### src/rtl/uart_arb_pkg.sv
// Shared types and defaults for the UART transmit arbiter.
// Holds the FSM encoding, parameter defaults and a constant-evaluable clog2.
package uart_arb_pkg;

  typedef enum logic [1:0] {
    S_IDLE = 2'd0,
    S_LOAD = 2'd1,
    S_WAIT = 2'd2
  } state_t;

  localparam int N_REQ_DEF       = 4;
  localparam int ACK_TIMEOUT_DEF = 64;

  function automatic int clog2(input int value);
    int r;
    r = 0;
    while ((1 << r) < value) r++;
    return r;
  endfunction

endpackage

### src/rtl/rr_arbiter.sv
// Combinational round-robin picker: one-hot winner, search starts just after ptr.
// When locked, only the lock owner can win; zero latency, no backpressure of its own.
module rr_arbiter
  import uart_arb_pkg::*;
#(
  parameter int N_REQ = N_REQ_DEF,
  localparam int IW   = clog2(N_REQ)
) (
  input  logic [N_REQ-1:0] req,
  input  logic [IW-1:0]    ptr,
  input  logic             lock,
  input  logic [IW-1:0]    lock_owner,
  output logic [N_REQ-1:0] gnt
);

  logic [IW-1:0] idx;
  logic          found;

  always_comb begin
    gnt   = '0;
    found = 1'b0;
    idx   = '0;
    if (lock) begin
      gnt[lock_owner] = req[lock_owner];
    end else begin
      // Wrap-around scan; the last-granted index is visited last.
      for (int i = 1; i <= N_REQ; i++) begin
        idx = IW'((int'(ptr) + i) % N_REQ);
        if (!found && req[idx]) begin
          gnt[idx] = 1'b1;
          found    = 1'b1;
        end
      end
    end
  end

endmodule

### src/rtl/uart_tx_arbiter.sv
// Shares one uart_send among N_REQ byte requesters; ACK one cycle after VALID when the UART is idle.
// Backpressure: requesters hold VALID until ACK; a multi-byte message locks the UART to its owner.
module uart_tx_arbiter
  import uart_arb_pkg::*;
#(
  parameter int N_REQ       = N_REQ_DEF,
  parameter int ACK_TIMEOUT = ACK_TIMEOUT_DEF
) (
  input  logic               CLK,
  input  logic               RST,
  input  logic [N_REQ-1:0]   REQ_VALID,
  input  logic [8*N_REQ-1:0] REQ_DATA,
  input  logic [N_REQ-1:0]   REQ_LAST,
  output logic [N_REQ-1:0]   REQ_ACK,
  output logic [7:0]         TX_DATA,
  output logic               TX_DATA_READY,
  input  logic               TX_IDLE,
  output logic [N_REQ-1:0]   GRANT,
  output logic               BUSY,
  output logic               TIMEOUT_ERR
);

  localparam int IW = clog2(N_REQ);
  localparam int CW = clog2(ACK_TIMEOUT + 1);

  state_t           state, state_n;
  logic [7:0]       tx_data_q, tx_data_n;
  logic             rdy_q, rdy_n;
  logic [N_REQ-1:0] ack_q, ack_n;
  logic [N_REQ-1:0] grant_q, grant_n;
  logic             terr_q, terr_n;
  logic             lock_q, lock_n;
  logic [IW-1:0]    owner_q, owner_n;
  logic [IW-1:0]    ptr_q, ptr_n;
  logic [CW-1:0]    cnt_q, cnt_n;

  logic [N_REQ-1:0] win;
  logic [IW-1:0]    win_idx;
  logic [7:0]       sel_data;
  logic             sel_last;

  rr_arbiter #(.N_REQ(N_REQ)) u_rr (
    .req        (REQ_VALID),
    .ptr        (ptr_q),
    .lock       (lock_q),
    .lock_owner (owner_q),
    .gnt        (win)
  );

  always_comb begin
    win_idx  = '0;
    sel_data = '0;
    sel_last = 1'b0;
    for (int i = 0; i < N_REQ; i++) begin
      if (win[i]) begin
        win_idx  = IW'(i);
        sel_data = REQ_DATA[8*i +: 8];
        sel_last = REQ_LAST[i];
      end
    end
  end

  always_comb begin
    state_n   = state;
    tx_data_n = tx_data_q;
    rdy_n     = rdy_q;
    ack_n     = '0;
    grant_n   = grant_q;
    terr_n    = 1'b0;
    lock_n    = lock_q;
    owner_n   = owner_q;
    ptr_n     = ptr_q;
    cnt_n     = cnt_q;
    case (state)
      S_IDLE: begin
        if (TX_IDLE && (|win)) begin
          state_n   = S_LOAD;
          tx_data_n = sel_data;
          ack_n     = win;
          grant_n   = win;
          rdy_n     = 1'b1;
          cnt_n     = '0;
          ptr_n     = win_idx;
          owner_n   = win_idx;
          lock_n    = !sel_last;
        end
      end
      S_LOAD: begin
        if (!TX_IDLE) begin
          rdy_n   = 1'b0;
          state_n = S_WAIT;
        end else if (cnt_q == CW'(ACK_TIMEOUT - 1)) begin
          // UART never took the byte: drop it and release any message lock.
          rdy_n   = 1'b0;
          terr_n  = 1'b1;
          lock_n  = 1'b0;
          grant_n = '0;
          state_n = S_IDLE;
        end else if (cnt_q != {CW{1'b1}}) begin
          cnt_n = cnt_q + CW'(1);
        end
      end
      S_WAIT: begin
        if (TX_IDLE) begin
          state_n = S_IDLE;
          if (!lock_q) grant_n = '0;
        end
      end
      default: state_n = S_IDLE;
    endcase
  end

  always_ff @(posedge CLK) begin
    if (RST) begin
      state     <= S_IDLE;
      tx_data_q <= '0;
      rdy_q     <= 1'b0;
      ack_q     <= '0;
      grant_q   <= '0;
      terr_q    <= 1'b0;
      lock_q    <= 1'b0;
      owner_q   <= '0;
      ptr_q     <= IW'(N_REQ - 1);
      cnt_q     <= '0;
    end else begin
      state     <= state_n;
      tx_data_q <= tx_data_n;
      rdy_q     <= rdy_n;
      ack_q     <= ack_n;
      grant_q   <= grant_n;
      terr_q    <= terr_n;
      lock_q    <= lock_n;
      owner_q   <= owner_n;
      ptr_q     <= ptr_n;
      cnt_q     <= cnt_n;
    end
  end

  assign TX_DATA       = tx_data_q;
  assign TX_DATA_READY = rdy_q;
  assign REQ_ACK       = ack_q;
  assign GRANT         = grant_q;
  assign TIMEOUT_ERR   = terr_q;
  assign BUSY          = (state != S_IDLE);

endmodule

### config.mk
export PLATFORM = sky130hd
export DESIGN_NAME = uart_tx_arbiter
export DESIGN_NICKNAME = d
export VERILOG_FILES = /design/src/rtl/uart_arb_pkg.sv /design/src/rtl/rr_arbiter.sv /design/src/rtl/uart_tx_arbiter.sv
export SDC_FILE = /design/constraint.sdc
export NUM_CORES = 1
export LEC_CHECK = 0
export BUFFER_PORTS_ARGS = -buffer_cell sky130_fd_sc_hd__buf_2
export CAP_MARGIN = 10
export CORE_MARGIN = 3
export CORE_UTILIZATION = 35
export DETAILED_ROUTE_END_ITERATION = 6
export PLACE_DENSITY = 0.55
export SYNTH_ARGS = -nofsm -noshare
export SYNTH_HDL_FRONTEND = slang
export SYNTH_SLANG_ARGS = --single-unit
### constraint.sdc
create_clock -name CLK -period 3.6 [get_ports CLK]
set_input_delay 0.18 -clock CLK [delete_from_list [all_inputs] [get_ports CLK]]
set_output_delay 0.18 -clock CLK [all_outputs]
set_load 0.05 [all_outputs]
# --- Word level (Yosys, flattened, before mapping) ---
# Cells that the tools add are included.
totals:
  output_inout_bits: 19
  mem_bits_ro: 0
  latch_bits: 0
  memories: 0
  word_cells: 140
  ramBits: 0
  regBits: 32
  input_bits: 43
classes:
  multipliers: 0
  n_addsub: 5
  reduce_logical: 26
  eq_ne: 12
  bitwise_logic: 8
  magnitude_cmp: 10
  shift: 0
  n_div: 0
  muxes: 69
ops:
  columns: ["operator", "n"]
  rows:
  - ["$mux W4", 13]
  - ["$mux W8", 4]
  - ["$mux W7", 4]
  - ["$mux W1", 27]
  - ["$lt A2 B3 Y1 const B", 5]
  - ["$ne A2 B2 Y1 const B", 7]
  - ["$pmux W7 S2", 1]
  - ["$mux W2", 6]
  - ["$or A4 B4 Y4", 3]
  - ["$pmux W4 S3", 1]
  - ["$bmux W1 S2", 5]
  - ["$demux W1 S2", 5]
  - ["$ge A2 B1 Y1 const B", 5]
  - ["$logic_and A1 B1 Y1", 9]
  - ["$add A7 B1 Y7 const B", 1]
  - ["$eq A7 B6 Y1 const B", 1]
  - ["$ne A7 B7 Y1 const B", 1]
  - ["$pmux W2 S3", 1]
  - ["$reduce_and A3 Y1", 2]
  - ["$reduce_and A6 Y1", 1]
  - ["$reduce_or A3 Y1", 2]
  - ["$reduce_and A5 Y1", 1]
  - ["$add A2 B1 Y2 const B", 2]
  - ["$add A2 B2 Y2 const B", 2]
  - ["other kinds (13)", 21]

# --- Logic depth before layout (Yosys ltp) ---
logic_depth:
  ltp_word: 24
  depth_mapped: 11
  mapped_depth_nobuf: 9

# --- Cells and area by module ---
# From an unflattened synthesis, not the netlist that was laid out.
hier_totals:
  cells_unflattened: 252
  area_unflattened_um2: 2250.9
modules_own_cells:
  columns: ["mod", "seq_area_each_um2", "instances", "area_per_inst_um2", "cells_each"]
  rows:
  - ["uart_tx_arbiter", 640.6, 1, 1711.6, 188]
  - ["rr_arbiter", 0.0, 1, 539.3, 64]

# --- Worst setup path before layout ---
# OpenSTA, ideal clock, no wires.
synth_path:
  path_kind: "register to register"
  startpoint: "reg ptr_q[1]"
  endpoint: "reg ptr_q[0]"
  synth_period_minus_slack_ps: 3253
  arrival_ps: 3128
  path_buffers: 2
  path_stages_with_launch: 12
  required_ps: 3475
  setup_time_ps: 125
  path_slack_ps: 347
  path_cell_list: "dfxtp_1 > clkbuf_1 > inv_1 > ha_1 > mux4_2 > nor4b_4 > nand2_1 > a32oi_4 > nor4_4 > buf_6 > a2111oi_4 > o21bai_1"
synth_via:
  elab_chain_cells: 20
  elab_cells_between_ends: 61
  cone_classes: "add/sub: 4; order compare: 8; mux: 33; bitwise: 3; reduce/logical: 13"
synth_lines:
  columns: ["item", "line", "text"]
  rows:
  - ["start, declared", "uart_tx_arbiter.sv:34", "logic [IW-1:0] ptr_q, ptr_n;"]
  - ["start signal, assigned", "uart_tx_arbiter.sv:123", "ptr_q <= IW'(N_REQ - 1);"]
  - ["start signal, assigned", "uart_tx_arbiter.sv:134", "ptr_q <= ptr_n;"]
  - ["parallel branches: the longest is 15 deep, another holds $lt A2 B3 Y1", null, null]
  - ["$mux W4 (*)", "rr_arbiter.sv:29", "if (!found && req[idx]) begin"]
  - ["$mux W4 (*)", "rr_arbiter.sv:23", "if (lock) begin"]
  - ["$mux W1 / $reduce_or A4 Y1 (equally long branches)", "uart_tx_arbiter.sv:55, uart_tx_arbiter.sv:76", null]
  - ["$mux W2 / $logic_and A1 B1 Y1 (equally long branches)", "uart_tx_arbiter.sv:55, uart_tx_arbiter.sv:76", null]
  - ["$mux W2 / $reduce_and A2 Y1 (equally long branches)", null, null]
# Mark *: on every way between the ends. The select of a mux whose other input is x is not followed.
# A chain may end at the register's enable or synchronous reset.

# --- Worst setup path in the final report ---
layout_path:
  startpoint: "reg ptr_q[0]"
  endpoint: "reg grant_q[0] (netlist: GRANT[0])"
layout_via:
  elab_chain_cells: 21
  elab_cells_between_ends: 61
  cone_classes: "add/sub: 4; order compare: 8; eq/ne: 1; mux: 32; bitwise: 3; reduce/logical: 13"
layout_lines:
  columns: ["item", "line", "text"]
  rows:
  - ["parallel branches: the longest is 15 deep, another holds $lt A2 B3 Y1", null, null]
  - ["$mux W4 (*)", "rr_arbiter.sv:29", null]
  - ["$mux W4 (*)", "rr_arbiter.sv:23", null]
  - ["$reduce_or A4 Y1", "uart_tx_arbiter.sv:76", "if (TX_IDLE && (|win)) begin"]
  - ["$logic_and A1 B1 Y1", "uart_tx_arbiter.sv:76", null]
  - ["$ne A2 B2 Y1 (no source line)", null, null]
  - ["$reduce_and A6 Y1 (no source line)", null, null]
  - ["end signal, assigned", "uart_tx_arbiter.sv:130", "grant_q <= grant_n;"]
  - ["end, declared", "uart_tx_arbiter.sv:30", "logic [N_REQ-1:0] grant_q, grant_n;"]
# Marked as above.

==> run summary <==
Vias/cell: 5.39
clock sinks: 32
Adder-Cell Fraction of Synth Area: 0.0618
dpl cells: 408
Detailed Routing Iterations Pass 1: 4
final hold vios: 0
met2 usage: 0.269
Final Setup Violations: 0
GR Util All Layers: 0.163
share of layout cells above drive strength 1: 0.292
CP Class: reg2reg
sequential cell area: 641 um2
clock latency at the later pin of the worst-skew pair: 0.29 ns
grt met3 use: 0.0359
die area: 7980 um2
DP Wirelength: 4640 um
post-synth top area cell: dfxtp_1
core area: 6530 um2
Tmin final: 3.33 ns
CP startpoint kind: register
count leader, synth: nand2_1
final wirelength: 6180 um
Bufs on Longest Clock Path: 2
outcome: finished clean
GR peak layer: met2
register area share after synthesis: 0.264
global-route wire length before repair: 10,200 um
Syn Inst Count: 281
Post-CTS Setup Inserts: 0
Critical Path Source: ptr_q[0]
Layout area overhead: 20.2%
Simple-Gate Fraction of Synth Area: 0.262
ys async rst share: 0
Ys Warns: 0
Synth top area share: 0.264
FILL cells: 682
total leakage power: 0.00122 uW
Routed Antenna Nets: 0
main combinational cell family by area after synthesis: simple AND/OR/NAND/NOR gates
Post-synth EDFFs: 0
R2R Path Start: ptr_q[0]
Synth Cell Area: 2430 um2
largest net degree at the start of global routing: 38
clk slew on worst S/H paths: 0.08 ns
Worst Tran Pin Value: 0.743 ns
worst hold path class: in2reg
max-slew violation count: 0
chip width: 89.3 um
synthesized net count: 336
Via Count: 2,243
M1 GR Usage: 0.217
Rows: 29
WP data arrival: 3.49 ns
GP Congestion: 0.919
Final Instance Count excl. Fillers: 416
Initial Utilization: 0.372
Worst Setup EP: GRANT[0]
FF-to-FF End: GRANT[0]
max-cap viol count: 0
Final Skew: 0.00537 ns
XOR/XNOR Fraction of Synth Area: 0
mux share of post-synthesis cell area: 0.101
FF+latch count, synth: 32
CTS resizes: 0
setup ws final: 0.275 ns
R2R Setup Slk: 0.27 ns
clock root cell: clkbuf_8
drt drc: 0
CTS tree: built
TNS Setup: 0 ns
# IOs: 62
Place WS: 0.241 ns
hold buffer count at CTS: 0
maximum clock frequency: 301 MHz
pwr dens: 779 nW/um2
commonest cells in the netlist: nand2_1 (37), dfxtp_1 (32), nor2_1 (28)
initial antenna violation count: 0
vias in the first global route: 2,126
ys flop type: dfxtp_1
Netlist cell types: 54
CP Data Required Time: 3.76 ns
Min Hold Slack: 0.150 ns
normalized max-slew margin: 0.501
final worst path period share: 0.924
Mean Syn Cell Area: 8.65 um2
Inserted Clock Buffers: 5
R2R cell count: 9
DR WL/cell: 14.9 um
Die H: 89.3 um
crit path max fanout: 11
IO Port Bufs: 61
grt ovf: 0
ANT cells: 0
Synth area leaders: dfxtp_1 (26%), ha_1 (6.2%), mux2i_1 (5.8%)
crit end category: register
CTS H-tree lvls: 2
maximum vdd drop: 0.000293 V
RSZ-0062 raised after global routing: true
Compound-Gate Fraction of Synth Area: 0.255
initial DRC count: 93
Layout Nets: 393
Multi-input gate area: 1650 um2
routing by layer:
| layer | vias up | share of wire | wire, um |
|---|---|---|---|
| li1 | 1146 | - | - |
| met1 | 1045 | 0.45 | 2800 |
| met2 | 43 | 0.50 | 3070 |
| met3 | 9 | 0.038 | 236 |
| met4 | 0 | 0.011 | 70 |
| met5 | - | 0 | 0 |
state kept, by name, indices dropped and copies added (netlist names):
register	cells
TX_DATA_READY	1
GRANT	4
owner_q	2
REQ_ACK	4
state	2
ptr_q	2
TX_DATA	8
lock_q	1
cnt_q	7
TIMEOUT_ERR	1
layout by cell type, fill, tap and decap left out, drive strengths merged, types with 3 or more instances in the layout:
| cell | instances |
|---|---|
| buf | 70 |
| nand2 | 37 |
| dfxtp | 32 |
| nor2 | 28 |
| a21oi | 16 |
| mux2i | 14 |
| nand3 | 13 |
| ha | 12 |
| nand2b | 10 |
| inv | 9 |
| o2bb2ai | 9 |
| a311oi | 8 |
| o21ai | 7 |
| clkbuf | 7 |
| nand3b | 6 |
| nor3 | 5 |
| and2 | 5 |
| mux4 | 4 |
| o22ai | 4 |
| nand4 | 3 |
| and3 | 3 |
| a32oi | 3 |
final cells by class:
| class | instances | share of cell area |
|---|---|---|
| Inverter | 9 | 0.0116 |
| Timing Repair Buffer | 70 | 0.128 |
| Tap cell | 77 | 0.0330 |
| Clock inverter | 1 | 0.0103 |
| Sequential cell | 32 | 0.219 |
| Clock buffer | 7 | 0.0330 |
| Multi-Input combinational cell | 220 | 0.565 |
worst min-delay path by stage:
stage | start | end | slack, ns | cells past startpoint
2_1_floorplan | REQ_DATA[0] | TX_DATA[0] | 0.34 | 2
3_3_place_gp | REQ_DATA[2] | TX_DATA[2] | 0.45 | 3
3_5_place_dp | REQ_DATA[4] | TX_DATA[4] | 0.45 | 3
4_1_cts | REQ_DATA[4] | TX_DATA[4] | 0.14 | 3
5_1_grt | REQ_DATA[0] | TX_DATA[0] | 0.15 | 3
6_report | REQ_DATA[4] | TX_DATA[4] | 0.15 | 3
per-stage QoR:
stage               power, uW  cell area (um2)  utilization
floorplan                1630             2430            -
global placement         1900             2790        0.428
detailed placement       1900             2790        0.428
CTS                      2300             2920        0.447
global route             2470             2920        0.447
finish                   2280             2920        0.447
where the power goes:
group	switching, uW	leakage, uW	internal [uW]
Clock	146	0.0000645	244
Combinational	883	0.000894	527
Sequential	46.1	0.000261	429
critical path: stages (launching register included):
cell,delay [ns]
dfxtp_1,0.33
inv_1,0.11
ha_1,0.41
mux2i_1,0.20
mux2_4,0.32
a221o_1,0.35
o31a_2,0.39
nor4_4,0.70
a21oi_2,0.23
mux2i_1,0.16
cells by family after synthesis:
group | Yosys count
buffers and inverters | 29
adders and majority gates | 12
AOI/OAI and AO/OA | 70
and+or+nand+nor | 119
muxes | 19
DFF | 32
Note: power is estimated with default switching activity, not from simulation.
